**config.mk**
```make
export PLATFORM = sky130hd
export DESIGN_NAME = bcd_updown_chain
export DESIGN_NICKNAME = d
export VERILOG_FILES = /design/src/rtl/bcd_updown_chain.sv
export SDC_FILE = /design/constraint.sdc
export NUM_CORES = 1
export LEC_CHECK = 0
export CAP_MARGIN = 10
export CORE_MARGIN = 10
export CORE_UTILIZATION = 30
export CTS_CLUSTER_SIZE = 16
export DETAILED_ROUTE_END_ITERATION = 10
export DONT_BUFFER_PORTS = 1
export GPL_ROUTABILITY_DRIVEN = 0
export MAX_ROUTING_LAYER = met4
export SYNTH_ARGS = -nofsm -noshare
export SYNTH_HDL_FRONTEND = slang
export SYNTH_SLANG_ARGS = --single-unit
```
**constraint.sdc**
```tcl
create_clock -name clk -period 3.14 [get_ports clk]
set_input_delay 0.314 -clock clk [delete_from_list [all_inputs] [get_ports clk]]
set_output_delay 0.314 -clock clk [all_outputs]
set_load 0.03 [all_outputs]
```
**src/rtl/bcd_updown_chain.sv**
```systemverilog
// Cascaded BCD up/down counter with per-digit runtime limits, wrap/saturate ends
// and synchronous preset load. Digit 0 is the least significant nibble.
module bcd_updown_chain #(
  parameter int                  DIGITS = 4,
  parameter bit                  WRAP   = 1'b1,
  parameter logic [4*DIGITS-1:0] INIT   = '0
) (
  input  logic                clk,
  input  logic                rst,
  input  logic                load,
  input  logic [4*DIGITS-1:0] load_value,
  input  logic [4*DIGITS-1:0] limit,
  input  logic                en,
  input  logic                tick,
  input  logic                up,
  output logic [4*DIGITS-1:0] value,
  output logic                carry,
  output logic                borrow,
  output logic                zero,
  output logic                at_limit
);

  logic [4*DIGITS-1:0] value_q, value_d;
  logic                carry_q, carry_d;
  logic                borrow_q, borrow_d;
  logic [4*DIGITS-1:0] eff;
  logic [4*DIGITS-1:0] up_next, dn_next;

  function automatic logic [3:0] sat9(input logic [3:0] n);
    return (n > 4'd9) ? 4'd9 : n;
  endfunction

  function automatic logic [3:0] clamp(input logic [3:0] n, input logic [3:0] e);
    return (n > e) ? e : n;
  endfunction

  always_comb begin
    eff = '0;
    for (int i = 0; i < DIGITS; i++) begin
      eff[4*i +: 4] = sat9(limit[4*i +: 4]);
    end
  end

  assign zero     = (value_q == '0);
  assign at_limit = (value_q == eff);

  // Ripple: a digit moves only when every lower digit is at its end of range.
  always_comb begin : ripple
    logic       all_hi;
    logic       all_lo;
    logic [3:0] d;
    logic [3:0] e;
    up_next = value_q;
    dn_next = value_q;
    all_hi  = 1'b1;
    all_lo  = 1'b1;
    d       = '0;
    e       = '0;
    for (int i = 0; i < DIGITS; i++) begin
      d = value_q[4*i +: 4];
      e = eff[4*i +: 4];
      if (all_hi) up_next[4*i +: 4] = (d >= e) ? 4'd0 : d + 4'd1;
      if (all_lo) dn_next[4*i +: 4] = (d == 4'd0) ? e : d - 4'd1;
      all_hi = all_hi & (d >= e);
      all_lo = all_lo & (d == 4'd0);
    end
  end

  always_comb begin
    value_d  = value_q;
    carry_d  = 1'b0;
    borrow_d = 1'b0;
    if (load) begin
      for (int i = 0; i < DIGITS; i++) begin
        value_d[4*i +: 4] = clamp(load_value[4*i +: 4], eff[4*i +: 4]);
      end
    end else if (en && tick) begin
      if (up) begin
        if (at_limit) begin
          carry_d = 1'b1;
          value_d = WRAP ? '0 : value_q;
        end else begin
          value_d = up_next;
        end
      end else begin
        if (zero) begin
          borrow_d = 1'b1;
          value_d  = WRAP ? eff : value_q;
        end else begin
          value_d = dn_next;
        end
      end
    end
  end

  always_ff @(posedge clk) begin
    if (rst) begin
      value_q  <= INIT;
      carry_q  <= 1'b0;
      borrow_q <= 1'b0;
    end else begin
      value_q  <= value_d;
      carry_q  <= carry_d;
      borrow_q <= borrow_d;
    end
  end

  assign value  = value_q;
  assign carry  = carry_q;
  assign borrow = borrow_q;

endmodule

```
==> summary.md <==
| Metric | Value |
|---|---|
| Main synth FF type | dfxtp_1 |
| H-tree levels | 1 |
| Cell taking the most area after synthesis | ha_1 |
| Pins Over Slew Limit | 0 |
| # nets final | 431 |
| Final wirelength | approximately 8 mm |
| Gr busiest metal | met2 |
| ANT cells | 0 |
| I/O Pins | 58 |
| Unique masters post-synth | 52 |
| Max-cap violation count | 0 |
| Fmax | 381 MHz |
| Area growth, synth to finish | 9.59% |
| Initial DRT Pass Iterations | 4 |
| Initial antenna violation count | 0 |
| Global router's overall resource usage | 12.5% |
| RSZ-0062 raised after global routing | no |
| DIE HEIGHT | 113 um |
| Fillers | roughly 900 |
| Core area | 0.00834 mm^2 |
| Setup bufs post-CTS | 0 |
| Synthesized area per cell | about 7.7 um^2 |
| Post-synthesis cell area | 0.00261 mm^2 |
| Area contributors post-synth | ha_1 (21%), dfxtp_1 (14%), mux2_2 (5.6%), inv_1 (5.0%), a21oi_1 (4.8%) |
| Setup crit start | value[1] |
| Num CTS Buffers | 3 |
| CP Max Fanout | 11 |
| Clk sink count | 18 |
| Drt via density | 5.60 |
| Period utilization | ~84% |
| CTS clock-pin slew for the worst setup and hold paths | 80 ps |
| Commonest cells in the netlist | ha_1 (43), inv_1 (35), nor2_1 (28), a21oi_1 (25), o21ai_0 (22) |
| PD cells | between 300 and 400 mW/mm^2 |
| Layout Skew | 3.05 ps |
| Critical setup path kind | reg -> reg |
| CTS root buf | clkbuf_8 |
| Skew-Pair Late Insertion Delay | 260 ps |
| Final hold slack | 120 ps |
| Critical Path RT | 3310 ps |
| Max Buffers Root-to-Sink | 2 |
| Drt initial violations | 119 |
| Slew margin rel. | 46.8% |
| Final instance area | 0.00286 mm^2 |
| CTS tree | built |
| Post-Synthesis Cells | 340 |
| VDD IR max | between 0.00015 and 0.0002 V |
| ANT nets after route | 0 |
| Sequential Area | 360 um^2 |
| Yosys reg bits | 18 |
| DR vias | 2544 |
| Layout cells sized above 1 | 12.3% |
| Input/output buffers | 0 |
| Dpl ws | 561 ps |
| Hpwl dp | around 6.7 mm |
| Multi-input logic area | 0.00208 mm^2 |
| Top-count cell post-synth | ha_1 |
| First-pass GRT wire length | 13.2 mm |
| Number of synthesized flops with an enable pin | 0 |
| Met1 usage | 14.3% |
| Fraction of registers with async set/reset | 0% |
| Syn_nets | 421 |
| Die ar. | approximately 0.013 mm^2 |
| Initial Util | 31.3% |
| Setup TNS | 0 ps |
| Outcome | complete, no violations |
| Number of global-route vias before repair | 2623 |
| Die Span X | ~110 um |
| Core Rows | 33 |
| Sequential-to-total area share from yosys stat | approximately 14% |
| Min-delay src | rst |
| GR Overflow Total | 0 |
| Final Critical Period | 2620 ps |
| Worst Max-Slew Pin Slew | 797 ps |
| Setup WS post-layout | 517 ps |
| Worst Setup Start Kind | register |
| Largest net degree at the start of global routing | 26 |
| R2R Path Start | value[1] |
| CTS resizes | 0 |
| DRC Markers | 0 |
| M2 GR Usage | 20.5% |
| Final setup violation count | 0 |
| Arr. time, crit path | 2790 ps |
| Fin. Hold Viols | 0 |
| Share of the synthesized area in the top cell type | 20.6% |
| Hold WC Path Type | in -> reg |
| # hold bufs at CTS | 0 |
| Leak | about 0.0012 uW |
| CP Capture Type | register |
| Post-DR wirelength/cell | 18.0 um |
| Placed cell area | 0.00281 mm^2 |
| Yosys warnings | 0 |
| Met3 Use GR | under 10% |
[cell families after synthesis]
| family | synth area share, % |
|---|---|
| buffers and inverters | 6.62 |
| adders and majority gates | 20.6 |
| muxes | 8.68 |
| AOI/OAI and AO/OA | 27.6 |
| DFF | 13.8 |
| and+or+nand+nor | 22.0 |
| xor gates and xnor gates | 0.671 |
[state kept, by name, summed over array words and instances (netlist names)]
name and flops:
value 16, borrow 1, carry 1
[metal layers]
layer | vias up | routed length (um)
met5 | - | 0
li1 | 1286 | -
met3 | 16 | 698
met4 | 0 | 153
met1 | 1178 | 3520
met2 | 64 | 3800
[report_power, final]
group          total, uW  switching, uW  internal (uW)  leakage [uW]
Clock                201           89.0            112     0.0000288
Combinational        590            350            239       0.00102
Sequential           287           35.4            252      0.000148
Total               1080            475            603       0.00120
[placed cells by master, fill, tap and decap left out, types with 2 or more instances in the layout]
| cell type | count |
|---|---|
| a2111oi_2 | 2 |
| a211oi_1 | 10 |
| a21o_1 | 3 |
| a21oi_1 | 25 |
| a221oi_1 | 8 |
| a311oi_1 | 6 |
| a31o_2 | 2 |
| a31oi_1 | 2 |
| and3_1 | 2 |
| and4_1 | 2 |
| buf_4 | 14 |
| clkbuf_8 | 4 |
| dfxtp_1 | 18 |
| ha_1 | 43 |
| inv_1 | 35 |
| mux2_2 | 13 |
| mux2i_1 | 8 |
| nand2_1 | 21 |
| nand2b_1 | 11 |
| nand3_1 | 7 |
| nand4_1 | 6 |
| nor2_1 | 28 |
| nor2b_1 | 10 |
| nor3_1 | 10 |
| nor3b_1 | 2 |
| nor3b_2 | 2 |
| o211ai_1 | 2 |
| o21a_1 | 2 |
| o21ai_0 | 22 |
| o21ai_1 | 2 |
| o31a_1 | 2 |
| o31ai_1 | 4 |
| o32ai_1 | 3 |
[worst max-delay path, cell delays in order (launching register included)]
cell	delay, ps
dfxtp_1	670
ha_1	300
and4_1	200
nand2_1	100
nor4_4	490
a211o_1	380
a21oi_1	120
a311oi_1	260
[worst paths after layout]
kind	endpoint	slack [ps]	cells past startpoint
worst max-delay path	value[9]	520	7
worst min register to register	value[0]	600	2
worst max register to register	value[9]	520	7
worst min-delay path	value[0]	120	1
[layout make-up]
| cell class | instances | area share [%] |
|---|---|---|
| Multi-Input combinational cell | 278 | 72.6 |
| Timing Repair Buffer | 14 | 3.67 |
| Clock buffer | 4 | 1.92 |
| Inverter | 35 | 4.59 |
| Tap cell | 105 | 4.59 |
| Sequential cell | 18 | 12.6 |
[per-stage QoR]
stage / instances / utilization [%] / power (uW)
5_1_grt: 454 / 34.3 / 1160
2_1_floorplan: 340 / - / 739
4_1_cts: 454 / 34.3 / 1080
3_3_place_gp: 450 / 33.6 / 874
6_report: 454 / 34.3 / 1080
3_5_place_dp: 450 / 33.6 / 878
Note: power is estimated with default switching activity, not from simulation.
==> variant 1 (same settings) <==
`DIGITS`: 4 -> 2.
--- a/src/rtl/bcd_updown_chain.sv
+++ b/src/rtl/bcd_updown_chain.sv
@@ -2,5 +2,5 @@
 // and synchronous preset load. Digit 0 is the least significant nibble.
 module bcd_updown_chain #(
-  parameter int                  DIGITS = 4,
+  parameter int                  DIGITS = 2,
   parameter bit                  WRAP   = 1'b1,
   parameter logic [4*DIGITS-1:0] INIT   = '0
Ports: changed (resized limit, load_value and value); port bits go from 58 to 34. The function was not compared with the original's and may differ.
==> variant 1 against the original RTL <==
  * Final area down 50%
  * Total power down 43%
  * Setup slack better by 0.035 ns
  * Sequential cell count down 8
  * Non-clock buffer count down 12
  * Cell count down 51%
  * Routed wire length down 56%
  * Count of clock-buffer cells in the layout unchanged
  * Sequential share of layout area up 1.3 points
  * Synthesized area down 49%
==> variant 1: results (changes against the original RTL) <==
** Detailed routing
- Post-detailed-routing wire length :: 3610 um (-56%)
- Detailed-route wire length per cell :: 16.2 um (-9.9%)
- The detailed-route vias per instance came to 5.52 (-1.4%).

** Power
- The combinational logic power was 258 uW (-56%).
- The proportion of total power due to net switching is 40.5% (-3.6 points).
- The power in sequential cells is 186 uW (-35%).
- Worst IR Drop VDD :: 0.103 mV (-38%)

** Logic synthesis
- The distinct cell type count after synthesis came to 46 (-12%).
- Yosys attributes the largest share of cell area to sky130_fd_sc_hd__ha_1, sky130_fd_sc_hd__dfxtp_1, sky130_fd_sc_hd__inv_1, sky130_fd_sc_hd__o21ai_0, sky130_fd_sc_hd__nor2_1.
- Post-synthesis adder-cell area fraction :: 20.8% (+0.16 points)
- Post-synthesis xor/xnor area fraction :: 1.32% (+0.65 points)
- Synth top cells by count :: sky130_fd_sc_hd__ha_1, sky130_fd_sc_hd__inv_1, sky130_fd_sc_hd__nor2_1
- Fraction of synthesized area in multiplexers :: 4.82% (-3.9 points)
- The gate count after technology mapping came to 167 (-51%).
- The part of the Yosys area used for sequential elements was 15.1% (+1.3 points).

** Status
- The run finished with clean final reports.

** Global route
- The global routing usage summed across all routing layers is 9.61% (-2.9 points).
- The maximum number of pins on one net before global-route repair was 17 (-35%).
- Vias in the first global route :: 1,159 (-56%)
- The first-pass GRT wire length was 5820 um (-56%).

** Final layout
- The flip-flop count of the largest register after layout was 8 (-8).

** STA
- Normalized max-slew margin :: 58.0% (+11 points)
- Post-route clock skew :: 0.00131 ns (-0.00174 ns)

** Place
- The cell area after placement came to 1390 sq um (-51%).
- The post-place setup slack is 0.552 ns (-0.00888 ns).

** Worst setup path
- The worst-path maximum fanout is 9 (-2).
-- variant 1: area by class of cell --
class	count	area, sq um
multi-input combinational	137	1040
fill	467	2880
clock buffer	4	55.1
timing repair buffer	2	15.0
sequential	10	200
tap	52	65.1
inverter	18	67.6
-- variant 1: final timing paths --
| check | slack [ns] | from | cells past startpoint | end |
|---|---|---|---|---|
| min | 0.14 | rst | 1 | value[0]$_SDFFE_PP0P_ |
| min reg2reg | 0.72 | value[3]$_SDFFE_PP0P_ | 3 | value[3]$_SDFFE_PP0P_ |
| max | 0.55 | value[4]$_SDFFE_PP0P_ | 8 | value[7]$_SDFFE_PP0P_ |
| max reg2reg | 0.55 | value[4]$_SDFFE_PP0P_ | 8 | value[7]$_SDFFE_PP0P_ |
-- variant 1: metal layers --
| metal | share of wire, % | GRT usage (%) |
|---|---|---|
| met2 | 47 | 13.9 |
| met3 | 8.5 | 2.25 |
| met4 | 1.9 | 5.01 |
| met5 | 0 | - |
| met1 | 43 | 12.1 |
==> variant 2 (same flow settings) <==
Without the edit above. Put one more register stage on the output `value`, with the module's reset. The value now appears one clock later. The other outputs are not delayed to match.
--- a/src/rtl/bcd_updown_chain.sv
+++ b/src/rtl/bcd_updown_chain.sv
@@ -106,5 +106,11 @@
   end
 
-  assign value  = value_q;
+  always_ff @(posedge clk) begin
+    if (rst) begin
+      value <= '0;
+    end else begin
+      value <= value_q;
+    end
+  end
   assign carry  = carry_q;
   assign borrow = borrow_q;
Check against the original RTL: not equivalent (Yosys sat finds a counterexample within 4 cycles, from zero or initial values and one cycle with rst high).
==> variant 2 against the original RTL <==
  * Via count grew 8.6%
  * Setup slack lost 0.031 ns
  * Total power grew 43%
  * Synthesized area grew 16%
  * Final area grew 15%
  * Synthesized cell count grew 12%
  * Sequential cell count grew 16
  * Routed wire length grew 5.9%
  * First-iteration DRC count grew 42%
==> variant 2: results (changes against the original RTL) <==
** Status
- Run status :: complete, no violations

** CTS
- The clock latency at the later pin of the worst-skew pair was 0.30 ns (+0.04 ns).
- Max Root-Sink Buffers :: 2 (unchanged)
- Total of cells resized after clock tree synthesis :: 0 (unchanged)
- The depth of the CTS H-tree is 2 (+1).
- The total CTS buffers was 5 (+2).
- The post-CTS setup repair buffer count came to 0 (unchanged).
- Root buffer cell :: sky130_fd_sc_hd__clkbuf_8
- The register clock-pin slew on the reported worst setup and hold paths was 0.08 ns (about the same).

** STA
- Minimum clock period after layout :: 2.65 ns (+0.0311 ns)
- The worst clock skew is 0.00805 ns (+0.00500 ns).
- The actual transition at the worst max-transition pin is 0.681 ns (-0.116 ns).

** Power
- The net switching power is 542 uW (+14%).
- Worst IR Drop VDD :: 0.208 mV (+25%)
- Total leakage power :: 1.36 nW (+14%)

** Detailed routing
- Length of routed wiring on met1 :: 3910 um (+11%)
- The total length of routed met2 wires was 4240 um (+12%).
- First drt pass iteration count :: 4 (unchanged)
- The final wirelength came to 8650 um (+5.9%).
- Met3 wire length :: 396 um (-43%)
- Via Count :: 2,764 (+8.6%)
- Top layer in use :: met4
- First DRT Iteration DRCs :: 169 (+42%)

** Worst setup path
- Worst path slowest cell :: sky130_fd_sc_hd__a311o_1
- Longest individual stage delay on the worst path :: 0.59 ns (-0.08 ns)
- The worst-path maximum fanout is 14 (+3).
- On the critical path the largest part of the delay comes from compound AO/OA/AOI/OAI gates.

** Global route
- The first-pass GRT wire length was 14,200 um (+7.5%).
- The number of global-route vias before repair came to 2,674 (+1.9%).
- All-layer global routing usage :: 12.1% (-0.38 points)
- The initial antenna violation count was 0 (unchanged).
- Largest net degree at the start of global routing :: 32 (+23%)

** Logic synthesis
- The part of the Yosys area used for sequential elements is 22.4% (+8.6 points).
- Synth async-reset ratio :: 0% (unchanged)
- In the synthesized netlist, the cells that appear most often are sky130_fd_sc_hd__ha_1, sky130_fd_sc_hd__a21oi_1, sky130_fd_sc_hd__inv_1, sky130_fd_sc_hd__nor2_1, sky130_fd_sc_hd__dfxtp_1.
- The distinct cell type count after synthesis came to 59 (+13%).
- Among all flip-flop cells after synthesis, the most frequent one is sky130_fd_sc_hd__dfxtp_1.
- Ranked by total cell area, the synthesized netlist is headed by sky130_fd_sc_hd__dfxtp_1, sky130_fd_sc_hd__ha_1, sky130_fd_sc_hd__a21oi_1, sky130_fd_sc_hd__mux2_2, sky130_fd_sc_hd__inv_1.
- The number of synthesis warnings is 0 (unchanged).

** Final layout
- Fillcell total :: 1,111 (+26%)
- Antenna cells :: 0 (unchanged)
- Post-layout nets :: 459 (+6.5%)
- Share of layout cells above drive strength 1 :: 9.23% (-3.1 points)
- The largest registers in the layout are value: 16 flops, value_q: 16 flops.

** Place
- DP Wirelength :: 6840 um (+2.6%)
- The post-place setup slack was 0.404 ns (-0.156 ns).
- Input/output buffers :: 0 (unchanged)

** Min path
- Type of the worst min-delay path :: input port to register
[variant 2: power by group through the flow]
stage | clock network (mW) | logic [mW] | registers (mW)
finish | 0.508 | 0.491 | 0.546
global route | 0.537 | 0.564 | 0.553
CTS | 0.516 | 0.491 | 0.546
detailed placement | 0 | 0.487 | 0.556
global placement | 0 | 0.478 | 0.556
floorplan | 0 | 0.411 | 0.536
[variant 2: area by class of cell]
class                      instances  area, sq um  area share (%)
sequential                        34          681            20.7
clock buffer                       5         68.8            2.09
clock inverter                     3         68.8            2.09
multi-input combinational        301         2170            65.9
tap                              133          166            5.06
inverter                          36          135            4.11
[variant 2: worst paths after layout]
path,startpoint,to,slack [ns],cells past startpoint
min,rst,value_q[15]$_SDFFE_PP0P_,0.07,1
max,value_q[8]$_SDFFE_PP0P_,value_q[7]$_SDFFE_PP0P_,0.49,8
max reg2reg,value_q[8]$_SDFFE_PP0P_,value_q[7]$_SDFFE_PP0P_,0.49,8
min reg2reg,value_q[1]$_SDFFE_PP0P_,value[1]$_SDFF_PP0_,0.57,2
[variant 2: logic make-up (layout without fill, tap and decap cells)]
logic type / Yosys count / after routing / synth area share (%)
simple gates: 128 / 128 / 22.2
compound gates: 110 / 110 / 24.3
buf+inv: 47 / 44 / 6.30
fa+ha+maj: 43 / 43 / 17.7
flops: 34 / 34 / 22.4
mux: 18 / 18 / 6.54
xor+xnor: 2 / 2 / 0.576
[variant 2: per-stage QoR]
stage               std cells  instance area, sq um
global route              512                  3290
finish                    512                  3290
detailed placement        504                  3150
global placement          504                  3150
floorplan                 382                  3040
CTS                       512                  3290
[variant 2: routing by layer]
layer  global-route usage (%)  vias up
met5                        -        -
met4                     3.02        0
met3                     2.75       12
met2                     20.3       54
met1                     14.4     1306
li1                         -     1392
